`src/rtl/minisrc_ctrl_pkg.sv`:
```
// Shared control definitions for the Mini SRC hardwired control logic:
// step-state encoding, opcode / ALU-op constants and branch condition codes.
package minisrc_ctrl_pkg;

  typedef enum logic [2:0] {
    S_IDLE = 3'd0,
    S_T0   = 3'd1,
    S_T1   = 3'd2,
    S_T2   = 3'd3,
    S_T3   = 3'd4,
    S_T4   = 3'd5,
    S_T5   = 3'd6,
    S_T6   = 3'd7
  } state_t;

  localparam logic [4:0] BR_OPCODE = 5'b10010;
  localparam logic [4:0] ALU_ADD   = 5'b00011;

  // Low two bits of the C2 field select the branch condition.
  localparam logic [1:0] COND_ZR = 2'b00;
  localparam logic [1:0] COND_NZ = 2'b01;
  localparam logic [1:0] COND_PL = 2'b10;
  localparam logic [1:0] COND_MI = 2'b11;

endpackage

```
`src/rtl/branch_cond_eval.sv`:
```
// Combinational branch condition evaluator: tests the bus value against the
// condition selected by C2[1:0] (zero, non-zero, plus, minus).
module branch_cond_eval #(
  parameter int DATA_WIDTH = 32
) (
  input  logic [1:0]            c2,
  input  logic [DATA_WIDTH-1:0] bus_data,
  output logic                  cond
);
  import minisrc_ctrl_pkg::*;

  logic w_zero;
  logic w_neg;

  assign w_zero = (bus_data == '0);
  assign w_neg  = bus_data[DATA_WIDTH-1];

  always_comb begin
    cond = 1'b0;
    case (c2)
      COND_ZR: cond = w_zero;
      COND_NZ: cond = !w_zero;
      COND_PL: cond = !w_neg;
      COND_MI: cond = w_neg;
      default: cond = 1'b0;
    endcase
  end

endmodule

```
`src/rtl/branch_sequencer.sv`:
```
// Hardwired T0..T6 sequencer for one Mini SRC conditional branch, with memory
// wait states in T1. Optional taken/not-taken counters under BRANCH_STATS_EN.
module branch_sequencer #(
  parameter int         DATA_WIDTH = 32,
  parameter logic [4:0] BR_OPCODE  = minisrc_ctrl_pkg::BR_OPCODE,
  parameter logic [4:0] ALU_ADD    = minisrc_ctrl_pkg::ALU_ADD
) (
  input  logic                  clk,
  input  logic                  clr,
  input  logic                  start,
  input  logic                  mem_ready,
  input  logic [DATA_WIDTH-1:0] bus_data,
  input  logic [DATA_WIDTH-1:0] ir_data,
  output logic                  pc_out,
  output logic                  mar_in,
  output logic                  inc_pc,
  output logic                  z_in,
  output logic                  zlow_out,
  output logic                  pc_in,
  output logic                  read,
  output logic                  mdr_in,
  output logic                  mdr_out,
  output logic                  ir_in,
  output logic                  gra,
  output logic                  r_out,
  output logic                  y_in,
  output logic                  c_out,
  output logic [4:0]            alu_op,
  output logic                  con_q,
  output logic                  busy,
  output logic                  done,
  output logic                  illegal,
`ifdef BRANCH_STATS_EN
  output logic [15:0]           taken_cnt,
  output logic [15:0]           not_taken_cnt,
`endif
  output logic [2:0]            dbg_state
);
  import minisrc_ctrl_pkg::*;

  state_t r_state;
  state_t w_next;
  logic   r_t1_wait;   // set once T1 has been extended by a wait state
  logic   r_con_q;
  logic   w_cond;
  logic   w_is_branch;
  logic   w_unused_ir;

  assign w_is_branch = (ir_data[31:27] == BR_OPCODE);
  assign w_unused_ir = ^ir_data;

  branch_cond_eval #(.DATA_WIDTH(DATA_WIDTH)) u_cond (
    .c2       (ir_data[20:19]),
    .bus_data (bus_data),
    .cond     (w_cond)
  );

  always_ff @(posedge clk or posedge clr) begin
    if (clr) begin
      r_state   <= S_IDLE;
      r_t1_wait <= 1'b0;
      r_con_q   <= 1'b0;
    end else begin
      r_state   <= w_next;
      r_t1_wait <= (r_state == S_T1) && !mem_ready;
      if (r_state == S_T3) r_con_q <= w_cond;
    end
  end

  always_comb begin
    w_next   = r_state;
    pc_out   = 1'b0;
    mar_in   = 1'b0;
    inc_pc   = 1'b0;
    z_in     = 1'b0;
    zlow_out = 1'b0;
    pc_in    = 1'b0;
    read     = 1'b0;
    mdr_in   = 1'b0;
    mdr_out  = 1'b0;
    ir_in    = 1'b0;
    gra      = 1'b0;
    r_out    = 1'b0;
    y_in     = 1'b0;
    c_out    = 1'b0;
    alu_op   = 5'd0;
    done     = 1'b0;
    illegal  = 1'b0;
    case (r_state)
      S_IDLE: if (start) w_next = S_T0;
      S_T0: begin
        pc_out = 1'b1;
        mar_in = 1'b1;
        inc_pc = 1'b1;
        z_in   = 1'b1;
        w_next = S_T1;
      end
      S_T1: begin
        // Only the first T1 cycle loads the incremented PC; wait cycles must not.
        zlow_out = 1'b1;
        pc_in    = !r_t1_wait;
        read     = 1'b1;
        mdr_in   = 1'b1;
        if (mem_ready) w_next = S_T2;
      end
      S_T2: begin
        mdr_out = 1'b1;
        ir_in   = 1'b1;
        w_next  = S_T3;
      end
      S_T3: begin
        gra   = 1'b1;
        r_out = 1'b1;
        if (w_is_branch) begin
          w_next = S_T4;
        end else begin
          illegal = 1'b1;
          w_next  = S_IDLE;
        end
      end
      S_T4: begin
        pc_out = 1'b1;
        y_in   = 1'b1;
        w_next = S_T5;
      end
      S_T5: begin
        c_out  = 1'b1;
        z_in   = 1'b1;
        alu_op = ALU_ADD;
        w_next = S_T6;
      end
      S_T6: begin
        zlow_out = 1'b1;
        pc_in    = r_con_q;
        done     = 1'b1;
        w_next   = S_IDLE;
      end
      default: w_next = S_IDLE;
    endcase
  end

  assign busy      = (r_state != S_IDLE);
  assign con_q     = r_con_q;
  assign dbg_state = r_state;

`ifdef BRANCH_STATS_EN
  logic [15:0] r_taken_cnt;
  logic [15:0] r_not_taken_cnt;

  always_ff @(posedge clk or posedge clr) begin
    if (clr) begin
      r_taken_cnt     <= 16'd0;
      r_not_taken_cnt <= 16'd0;
    end else if (r_state == S_T6) begin
      if (r_con_q) begin
        if (r_taken_cnt != 16'hFFFF) r_taken_cnt <= r_taken_cnt + 16'd1;
      end else begin
        if (r_not_taken_cnt != 16'hFFFF) r_not_taken_cnt <= r_not_taken_cnt + 16'd1;
      end
    end
  end

  assign taken_cnt     = r_taken_cnt;
  assign not_taken_cnt = r_not_taken_cnt;
`endif

endmodule

```
`config.mk`:
```
export PLATFORM = sky130hd
export DESIGN_NAME = branch_sequencer
export DESIGN_NICKNAME = d
export VERILOG_FILES = /design/src/rtl/minisrc_ctrl_pkg.sv /design/src/rtl/branch_cond_eval.sv /design/src/rtl/branch_sequencer.sv
export SDC_FILE = /design/constraint.sdc
export NUM_CORES = 1
export LEC_CHECK = 0
export BUFFER_PORTS_ARGS = -buffer_cell sky130_fd_sc_hd__buf_2
export CORE_MARGIN = 3
export CORE_UTILIZATION = 27
export DETAILED_ROUTE_END_ITERATION = 6
export PLACE_DENSITY = 0.76
export SYNTH_ARGS = -nofsm -noshare
export SYNTH_HDL_FRONTEND = slang
export SYNTH_SLANG_ARGS = --single-unit
```
`constraint.sdc`:
```
create_clock -name clk -period 1.8 [get_ports clk]
set_input_delay 0.36 -clock clk [delete_from_list [all_inputs] [get_ports clk]]
set_output_delay 0.36 -clock clk [all_outputs]
set_load 0.05 [all_outputs]
```
==> impl_metrics.tcl, run 1 <==
set metrics [dict create \
    async_flop_share_pct 100 \
    yosys_register_bits 5 \
    first_pass_iters 2 \
    seq_power_share_pct 12.4 \
    drive_above_1_share_pct 71.0 \
    post-route-period-util_pct 102 \
    worstPathRequired_ns 1.44 \
    ys_top_cells_by_count "buf_4 (9), inv_1 (6), nand2b_1 (6), nor4_1 (6)" \
    htree_num_levels 1 \
    drc 0 \
    cts_inserted_buffers 3 \
    multiInputGateArea_um2 458 \
    hpwl_mm 1.60 \
    synth_top_flop_cell "dfrtp_1" \
    rrSetupSlack_ns 0.19 \
    powerDensity_mw_per_mm2 1860 \
    placed_area_um2 972 \
    drtIter0Drc 2 \
    worstPathArrival_ns 1.48 \
    grt_pass1_wl_mm 2.96 \
    clockBufferDepth 2 \
    syn_to_final_growth_pct 91.7 \
    critPathLaunch "dbg_state[0]$_DFFE_PP0P_" \
    synth-edff-count 0 \
    skew_ns 0.00737 \
    r2r_cells 8 \
    seq_area_frac_synth_pct 21.9 \
    switching_share_pct 60.0 \
    p_int_uw 814 \
    timing.final.ws_setup_ns -0.0425 \
    tritoncts "yes" \
    die_w_um 52.0 \
    endpoint "zlow_out" \
    viasPerCell 4.62 \
    io_buffers 65 \
    diodes 0 \
    min_period_ns 1.84 \
    start_util_pct 28.8 \
    clk_pin_slew_worst_paths_ns 0.05 \
    status "complete, but fails checks" \
    instances_no_fill 165 \
    power.share.clock_pct 7.0 \
    placed_cells 157 \
    crit_path_end_kind "output pin" \
    routed_wl_mm 1.89 \
    critPathLaunchType "flip-flop" \
    synthTopCellsByArea "dfrtp_1 (22%), buf_4 (12%), ha_1 (11%), nand2b_1 (6.6%), nor4_1 (6.6%)" \
    drt-wirelength-per-cell_um 11.4 \
    pwr-share-comb_pct 80.7 \
    grt_pass1_vias 723 \
    synth_cell_types 28 \
    p_leak_nw 0.543 \
    rr_startpoint "dbg_state[1]$_DFFE_PP0P_" \
    coreArea_mm2 0.00198 \
    max_freq_mhz 543 \
    regArea_um2 129 \
    fp.dieH_um 52.0 \
    ys.warnings.count 0 \
    yosys.area.top_type "dfrtp_1" \
    syn_inst 71 \
    setup_violations 2 \
    power_mw 2.04 \
    cap_viol_max_count 0 \
    cp_max_fo 4 \
    hold_class "in -> reg" \
    synth.most_common_cell "buf_4" \
    grt_max_degree 11 \
    root_buffer "clkbuf_4" \
    grt_setup_unrepaired "yes" \
    nNetsFinal 212 \
    pre_cts_ws_ns 0.128 \
    cts.sinks 5 \
    die_area_mm2 0.00270 \
    vias 762 \
    critPathKind "reg -> out" \
    synth_top_area_share_pct 21.9 \
    ant_nets 0 \
    num_rows 16 \
    finalWeightedCongestion 0.827 \
    antenna_found_initial 0 \
    clock_latency_ns 0.26 \
    irDropWorstVdd_uv 958 \
    syn_area_per_cell_um2 8.04 \
    ioPinCount 94 \
    switching_power_mw 1.22 \
    grt_overflow 0 \
    slew_viol_final 0 \
    netlist_area_um2 571 \
    finalHoldViolCount 0 \
    stdcell_area_mm2 0.00109 \
    fill_cells 183 \
    violations "setup timing" \
    grt_use_total_pct 14.9 \
    r2r_end "con_q$_DFFE_PP0P_" \
]
==> stage by stage <==
stage                     hold WS, ns  util (%)  TNS (ns)
final                           0.273      55.2   -0.0820
after global routing            0.277      55.2    -0.297
after CTS                       0.274      54.4   -0.0803
after detailed placement        0.265      49.1         0
after global placement          0.265      49.1         0
after floorplan                 0.138         -    -0.248
==> worst max-delay path, stage by stage, from the launching register on <==
cell      delay, ns
dfrtp_2        0.45
ha_2           0.22
and2_2         0.22
nand2b_2       0.18
buf_6          0.15
==> repair_timing <==
item	in CTS	in global routing
gates resized for setup	17	2
setup endpoints to repair	13	10
hold buffers	1	0
buffers inserted	2	1
endpoints found under the hold margin	5	0
==> worst min path at each step <==
stage,start,to,slack [ns],depth (start not counted)
5_1_grt,mem_ready,r_t1_wait$_DFF_PP0_,0.28,2
4_1_cts,mem_ready,r_t1_wait$_DFF_PP0_,0.27,2
2_1_floorplan,clr,con_q$_DFFE_PP0P_,0.14,1
3_5_place_dp,clr,r_t1_wait$_DFF_PP0_,0.26,2
6_report,mem_ready,r_t1_wait$_DFF_PP0_,0.27,2
3_3_place_gp,clr,r_t1_wait$_DFF_PP0_,0.27,2
==> kinds of logic after synthesis <==
kind of cell	Yosys count	share of synthesized area (%)
adder cells (fa/ha/maj)	5	11.0
multiplexers	1	1.97
other	1	0.657
flip-flops	5	21.9
AND/OR/NAND/NOR	36	38.8
buffers and inverters	15	15.8
AO/OA/AOI/OAI	8	9.87
==> layout by cell type (no fill, tap or decap), drive strengths merged, types with 3 or more instances in the layout <==
cell type and count:
buf 69, nor4 8, nand2b 6, nor2 5, dfrtp 5, ha 5, clkbuf 4, clkinvlp 3
nand3 3, conb 3, and2 3, inv 3
==> cell type report <==
class	instances	share of cell area [%]
flip-flops and latches	5	11.8
inverters	6	3.32
clock buffers	4	2.40
multi-input cells	53	41.9
well taps	27	3.09
repair buffers	70	37.5
==> sequential cells by signal (all words and copies together), names as in the netlist <==
register	flops
dbg_state	3
con_q	1
r_t1_wait	1
==> power by group through the flow <==
stage	Clock (mW)	Combinational (mW)	Sequential, mW
detailed placement	0	1.48	0.247
floorplan	0	1.14	0.379
global placement	0	1.46	0.241
finish	0.142	1.64	0.252
global route	0.150	1.74	0.262
CTS	0.144	1.63	0.252
==> layer usage <==
layer	vias up	share of wire, %	global-route usage [%]
met5	-	0	0
met4	0	1.6	6.99
met3	6	10	5.44
met2	40	52	25.7
met1	338	36	16.0
li1	378	-	-
(Power assumes the default switching activity.)
==> run 2, diff against run 1 <==
PLACE_DENSITY = not set   (was 0.76)
PLACE_DENSITY_LB_ADDON = 0.12   (was not set)
==> run 2 against run 1 <==
Compared with the run above: the flow still finishes with violations (setup timing); first-iteration DRC count rose to 2.5 times the previous value; non-clock buffer count shrank 3; flip-flop and latch count is the same; via count down 2.6%; routed wire length decreased by 5.9%; final cell count decreased by 1.8%; critical path depth rose by 1; worst setup slack gained 0.026 ns; highest routed layer unchanged; utilization decreased by 1.8 points; clock skew shrank 0.0033 ns; critical path type unchanged; die area is the same.
==> impl_metrics.tcl, run 2 (synthesis gave the netlist of run 1 again) <==
set metrics [dict create \
    status "complete, but fails checks" \
    violations "setup timing" \
    tritoncts "yes" \
    hpwl_mm 1.56 \
    fill_cells 190 \
    antenna_found_initial 0 \
    cts.sinks 5 \
    start_util_pct 28.8 \
    mostFrequentLayoutCell "buf_2" \
    worstPathRequired_ns 1.44 \
    drtIter0Drc 5 \
    diodes 0 \
    drt-wirelength-per-cell_um 11.0 \
    cp_max_fo 5 \
    grt_overflow 0 \
    placed_cells 157 \
    slew_viol_final 0 \
    setup_violations 2 \
    irDropWorstVdd_uv 1100 \
    num_rows 16 \
    grt_pass1_vias 712 \
    die_w_um 52.0 \
    largest_reg_flops 3 \
    min_period_ns 1.82 \
    seq_power_share_pct 12.7 \
    finalWeightedCongestion 0.665 \
    routed_wl_mm 1.78 \
    ant_nets 0 \
    switching_share_pct 60.6 \
    r2r_cells 7 \
    root_buffer "clkbuf_4" \
    die_area_mm2 0.00270 \
    first_pass_iters 4 \
    power.share.clock_pct 6.6 \
    instances_no_fill 162 \
    htree_num_levels 1 \
    grt_max_degree 11 \
    finalHoldViolCount 0 \
    max_freq_mhz 551 \
    pwr-share-comb_pct 80.7 \
    hold_class "in -> async" \
    multiInputGateArea_um2 458 \
    p_leak_nw 0.525 \
    cpPeakStageDelay_ns 0.41 \
    critical_path.slowest_cell "dfrtp_2" \
    switching_power_mw 1.20 \
    critPathKind "reg -> out" \
    regArea_um2 129 \
    timing.final.ws_setup_ns -0.0164 \
    critPathLaunchType "flip-flop" \
    io_buffers 65 \
    clk_pin_slew_worst_paths_ns 0.04 \
    grt_use_total_pct 14.2 \
    ioPinCount 94 \
    tns_ns -0.0297 \
    drive_above_1_share_pct 71.1 \
    p_int_uw 779 \
    nNetsFinal 209 \
    fp.dieH_um 52.0 \
    vias 742 \
    cap_viol_max_count 0 \
    powerDensity_mw_per_mm2 1870 \
    skew_ns 0.00402 \
    grt_setup_unrepaired "yes" \
    grt_pass1_wl_mm 2.80 \
    cts_inserted_buffers 3 \
    post-route-period-util_pct 101 \
    cts_hold_buf 0 \
    worstPathArrival_ns 1.46 \
    syn_to_final_growth_pct 85.3 \
    clock_latency_ns 0.25 \
    crit_path_end_kind "output pin" \
    worstPathCellList "inv_4, ha_4, and2_4, or2_4, buf_6" \
    viasPerCell 4.58 \
    coreArea_mm2 0.00198 \
    drc 0 \
    clockBufferDepth 2 \
    layout_common_cells "buf_2 (56), buf_4 (8), nor4_1 (6)" \
]
==> run 2: per-layer routing <==
layer | global-route usage [%] | up-vias | wire [um]
li1 | - | 375 | -
met1 | 13.7 | 327 | 652
met2 | 25.5 | 36 | 931
met3 | 5.44 | 4 | 168
met4 | 7.42 | 0 | 25
met5 | 0 | - | 0
==> run 2: worst paths after layout <==
kind,startpoint,to,slack [ns]
min in group clk,mem_ready,r_t1_wait$_DFF_PP0_,0.27
worst min-delay path,clr,r_t1_wait$_DFF_PP0_,0.008
max in group asynchronous,clr,dbg_state[1]$_DFFE_PP0P_,1.59
worst max register to register,dbg_state[1]$_DFFE_PP0P_,con_q$_DFFE_PP0P_,0.29
worst max-delay path,dbg_state[0]$_DFFE_PP0P_,z_in,-0.02
worst min register to register,dbg_state[1]$_DFFE_PP0P_,dbg_state[1]$_DFFE_PP0P_,0.60
==> run 2: final cells by class <==
class                   instances  share of cell area [%]
clock buffers                   4                    2.49
inverters                       6                    3.43
multi-input cells              53                    43.3
flip-flops and latches          5                    12.2
well taps                      27                    3.20
repair buffers                 67                    35.4
==> run 2: critical path: cells and delay by family, from the launching register on <==
kind,cells,cell delay (ns)
fa+ha+maj,1,0.18
flops,1,0.41
buf+inv,2,0.21
simple gates,2,0.41
==> run 2: timing repair <==
action	in CTS	in global routing
endpoints found under the setup margin	10	9
pin swaps	0	0
buffers inserted	1	0
gates resized for setup	11	9
==> run 2: power by group through the flow <==
| stage | clock network [mW] | logic (mW) | registers (mW) |
|---|---|---|---|
| 6_report | 0.131 | 1.60 | 0.251 |
| 5_1_grt | 0.145 | 1.69 | 0.259 |
| 4_1_cts | 0.139 | 1.59 | 0.253 |
| 3_5_place_dp | 0 | 1.48 | 0.248 |
| 3_3_place_gp | 0 | 1.47 | 0.243 |
| 2_1_floorplan | 0 | 1.14 | 0.379 |
==> run 2: through the flow <==
stage | setup slack (ns) | util, % | power [mW] | cell area [um^2] | hold slack (ns)
after floorplan | -0.0566 | - | 1.52 | 688 | 0.138
after global placement | 0.148 | 49.1 | 1.71 | 972 | 0.272
after detailed placement | 0.124 | 49.1 | 1.73 | 972 | 0.276
after CTS | -0.0270 | 52.7 | 1.98 | 1040 | 0.00776
after global routing | -0.0720 | 53.3 | 2.09 | 1060 | 0.0190
final | -0.0164 | 53.3 | 1.98 | 1060 | 0.00816
==> run 3, diff against run 2 <==
ABC_AREA = 1   (was not set)
CORE_UTILIZATION = 29   (was 27)
SETUP_SLACK_MARGIN = 0.1   (was not set)
==> run 3 against run 2 <==
Compared with the run above: the run now ends clean; flip-flop and latch count is the same; final cell count grew 27%; combinational power grew 22%; non-clock buffer count grew 8; die area grew 2.2%; critical path depth grew 2; area after synthesis grew 10%; clock power is essentially flat; clock skew grew 0.0022 ns; routed wire length grew 10%; fmax grew 3.8%.
==> impl_metrics.tcl, run 3 <==
set metrics [dict create \
    status "complete, no violations" \
    viasPerCell 4.20 \
    htree_num_levels 1 \
    diodes 0 \
    finalWeightedCongestion 0.687 \
    drtIter0Drc 4 \
    synth-edff-count 0 \
    max_freq_mhz 572 \
    critPathKind "reg -> out" \
    hold_class "in -> reg" \
    die_area_mm2 0.00276 \
    powerDensity_mw_per_mm2 1930 \
    ant_nets 0 \
    placed_cells 193 \
    cts.sinks 5 \
    worstPathArrival_ns 1.39 \
    grt_setup_unrepaired "yes" \
    grt_use_total_pct 13.5 \
    io_buffers 65 \
    yosys.area.top_type "dfrtp_1" \
    min_period_ns 1.75 \
    instances_no_fill 206 \
    nNetsFinal 253 \
    critPathLaunchType "flip-flop" \
    synth_top_flop_cell "dfrtp_1" \
    synth_cell_types 20 \
    grt_overflow 0 \
    hpwl_mm 1.54 \
    netlist_area_um2 628 \
    synth_top_area_share_pct 19.9 \
    tritoncts "yes" \
    grt_max_degree 8 \
    worstPathRequired_ns 1.44 \
    clk_pin_slew_worst_paths_ns 0.04 \
    routed_wl_mm 1.96 \
    clock_latency_ns 0.25 \
    first_pass_iters 4 \
    syn_to_final_growth_pct 92.6 \
    setup_violations 0 \
    cap_viol_max_count 0 \
    finalHoldViolCount 0 \
    crit_path_end_kind "output pin" \
    ioPinCount 94 \
    drive_above_1_share_pct 57.0 \
    grt_pass1_vias 739 \
    multiInputGateArea_um2 454 \
    largest_reg_flops 3 \
    syn_area_per_cell_um2 5.82 \
    async_flop_share_pct 100 \
    drc 0 \
    synth.most_common_cell "nor2_1" \
    die_w_um 52.5 \
    syn_inst 108 \
    irDropWorstVdd_uv 1420 \
    hold_ws_ns 0.310 \
    slew_viol_final 0 \
    skew_ns 0.00619 \
    mostFrequentLayoutCell "buf_2" \
    worstPathCellList "inv_4, ha_4, inv_2, nor2_4, inv_4, o21ai_4, buf_6" \
    ys_top_cells_by_count "nor2_1 (28), nand2_1 (27), inv_1 (12), buf_4 (9)" \
    grt_pass1_wl_mm 2.77 \
    synthTopCellsByArea "dfrtp_1 (20%), nor2_1 (17%), nand2_1 (16%), buf_4 (11%), ha_1 (10%)" \
    yosys_register_bits 5 \
    vias 866 \
    regArea_um2 129 \
    post-route-period-util_pct 97.2 \
    critPathMostFrequentCell "inv_4" \
    cts_inserted_buffers 3 \
    coreArea_mm2 0.00200 \
    root_buffer "clkbuf_4" \
    ys.warnings.count 0 \
    drt-wirelength-per-cell_um 9.52 \
    clockBufferDepth 2 \
    seq_area_frac_synth_pct 19.9 \
    critical_path.slowest_cell "dfrtp_2" \
    num_rows 16 \
    layout_common_cells "buf_2 (48), nor2_1 (25), nand2_1 (25)" \
    cp_max_fo 3 \
    fp.dieH_um 52.5 \
    antenna_found_initial 0 \
    fill_cells 189 \
    p_leak_nw 0.665 \
    cpPeakStageDelay_ns 0.43 \
    start_util_pct 31.4 \
]
[run 3: routing by layer]
| metal | global-route usage [%] | up-vias | routed length (um) |
|---|---|---|---|
| li1 | - | 454 | - |
| met1 | 14.3 | 363 | 746 |
| met2 | 24.0 | 47 | 968 |
| met3 | 4.84 | 2 | 237 |
| met4 | 5.11 | 0 | 9 |
| met5 | 0 | - | 0 |
[run 3: cell families after synthesis]
group / Yosys count / synth area share [%]
AND/OR/NAND/NOR: 64 / 41.2
buffers and inverters: 26 / 22.1
AO/OA/AOI/OAI: 7 / 6.17
adder cells (fa/ha/maj): 5 / 9.96
flip-flops: 5 / 19.9
other: 1 / 0.597
[run 3: final timing paths]
check / start / slack [ns] / endpoint / cells past startpoint
max: dbg_state[0]$_DFFE_PP0P_ / 0.05 / pc_in / 7
min reg2reg: con_q$_DFFE_PP0P_ / 0.51 / con_q$_DFFE_PP0P_ / 2
min in group asynchronous: clr / 0.55 / r_t1_wait$_DFF_PP0_ / 3
max reg2reg: dbg_state[0]$_DFFE_PP0P_ / 0.20 / dbg_state[0]$_DFFE_PP0P_ / 12
min: mem_ready / 0.31 / r_t1_wait$_DFF_PP0_ / 2
max in group asynchronous: clr / 1.06 / dbg_state[1]$_DFFE_PP0P_ / 3
[run 3: area by class of cell]
class | count | share of cell area, %
inverter | 16 | 5.69
timing repair buffer | 75 | 41.2
multi-input combinational | 79 | 37.5
tap | 27 | 2.79
sequential | 5 | 10.7
clock buffer | 4 | 2.17
[run 3: through the flow]
stage | utilization, % | worst slack, ns | setup TNS (ns) | cell area (um^2) | total power, mW
after CTS | 56.1 | 0.0385 | 0 | 1120 | 2.18
after floorplan | - | -0.178 | -0.476 | 723 | 1.60
after global placement | 49.9 | 0.132 | 0 | 1000 | 1.83
final | 60.4 | 0.0508 | 0 | 1210 | 2.33
after global routing | 60.4 | -0.0352 | -0.0941 | 1210 | 2.48
after detailed placement | 49.9 | 0.121 | 0 | 1000 | 1.84
[run 3: power breakdown]
part	leakage, nW	internal [mW]	total (mW)	switching, mW
sequential	0.0587	0.172	0.243	0.0715
clock	0.0150	0.0839	0.131	0.0472
combinational	0.592	0.684	1.96	1.27
total	0.665	0.940	2.33	1.39
[run 3: what timing repair did]
item                       4_1_cts  5_1_grt
resized for setup               20       24
pin swaps                        3        4
hold buffers                     1        0
setup endpoints to repair       14       18
hold endpoints to repair         3        0
buffers inserted                 4        4
[run 3: worst max-delay path, delay by kind of cell (launching register included)]
kind / cells / cell delay (ns)
AOI/OAI and AO/OA: 1 / 0.11
adders and majority gates: 1 / 0.12
buffers and inverters: 4 / 0.34
DFF: 1 / 0.43
and+or+nand+nor: 1 / 0.14
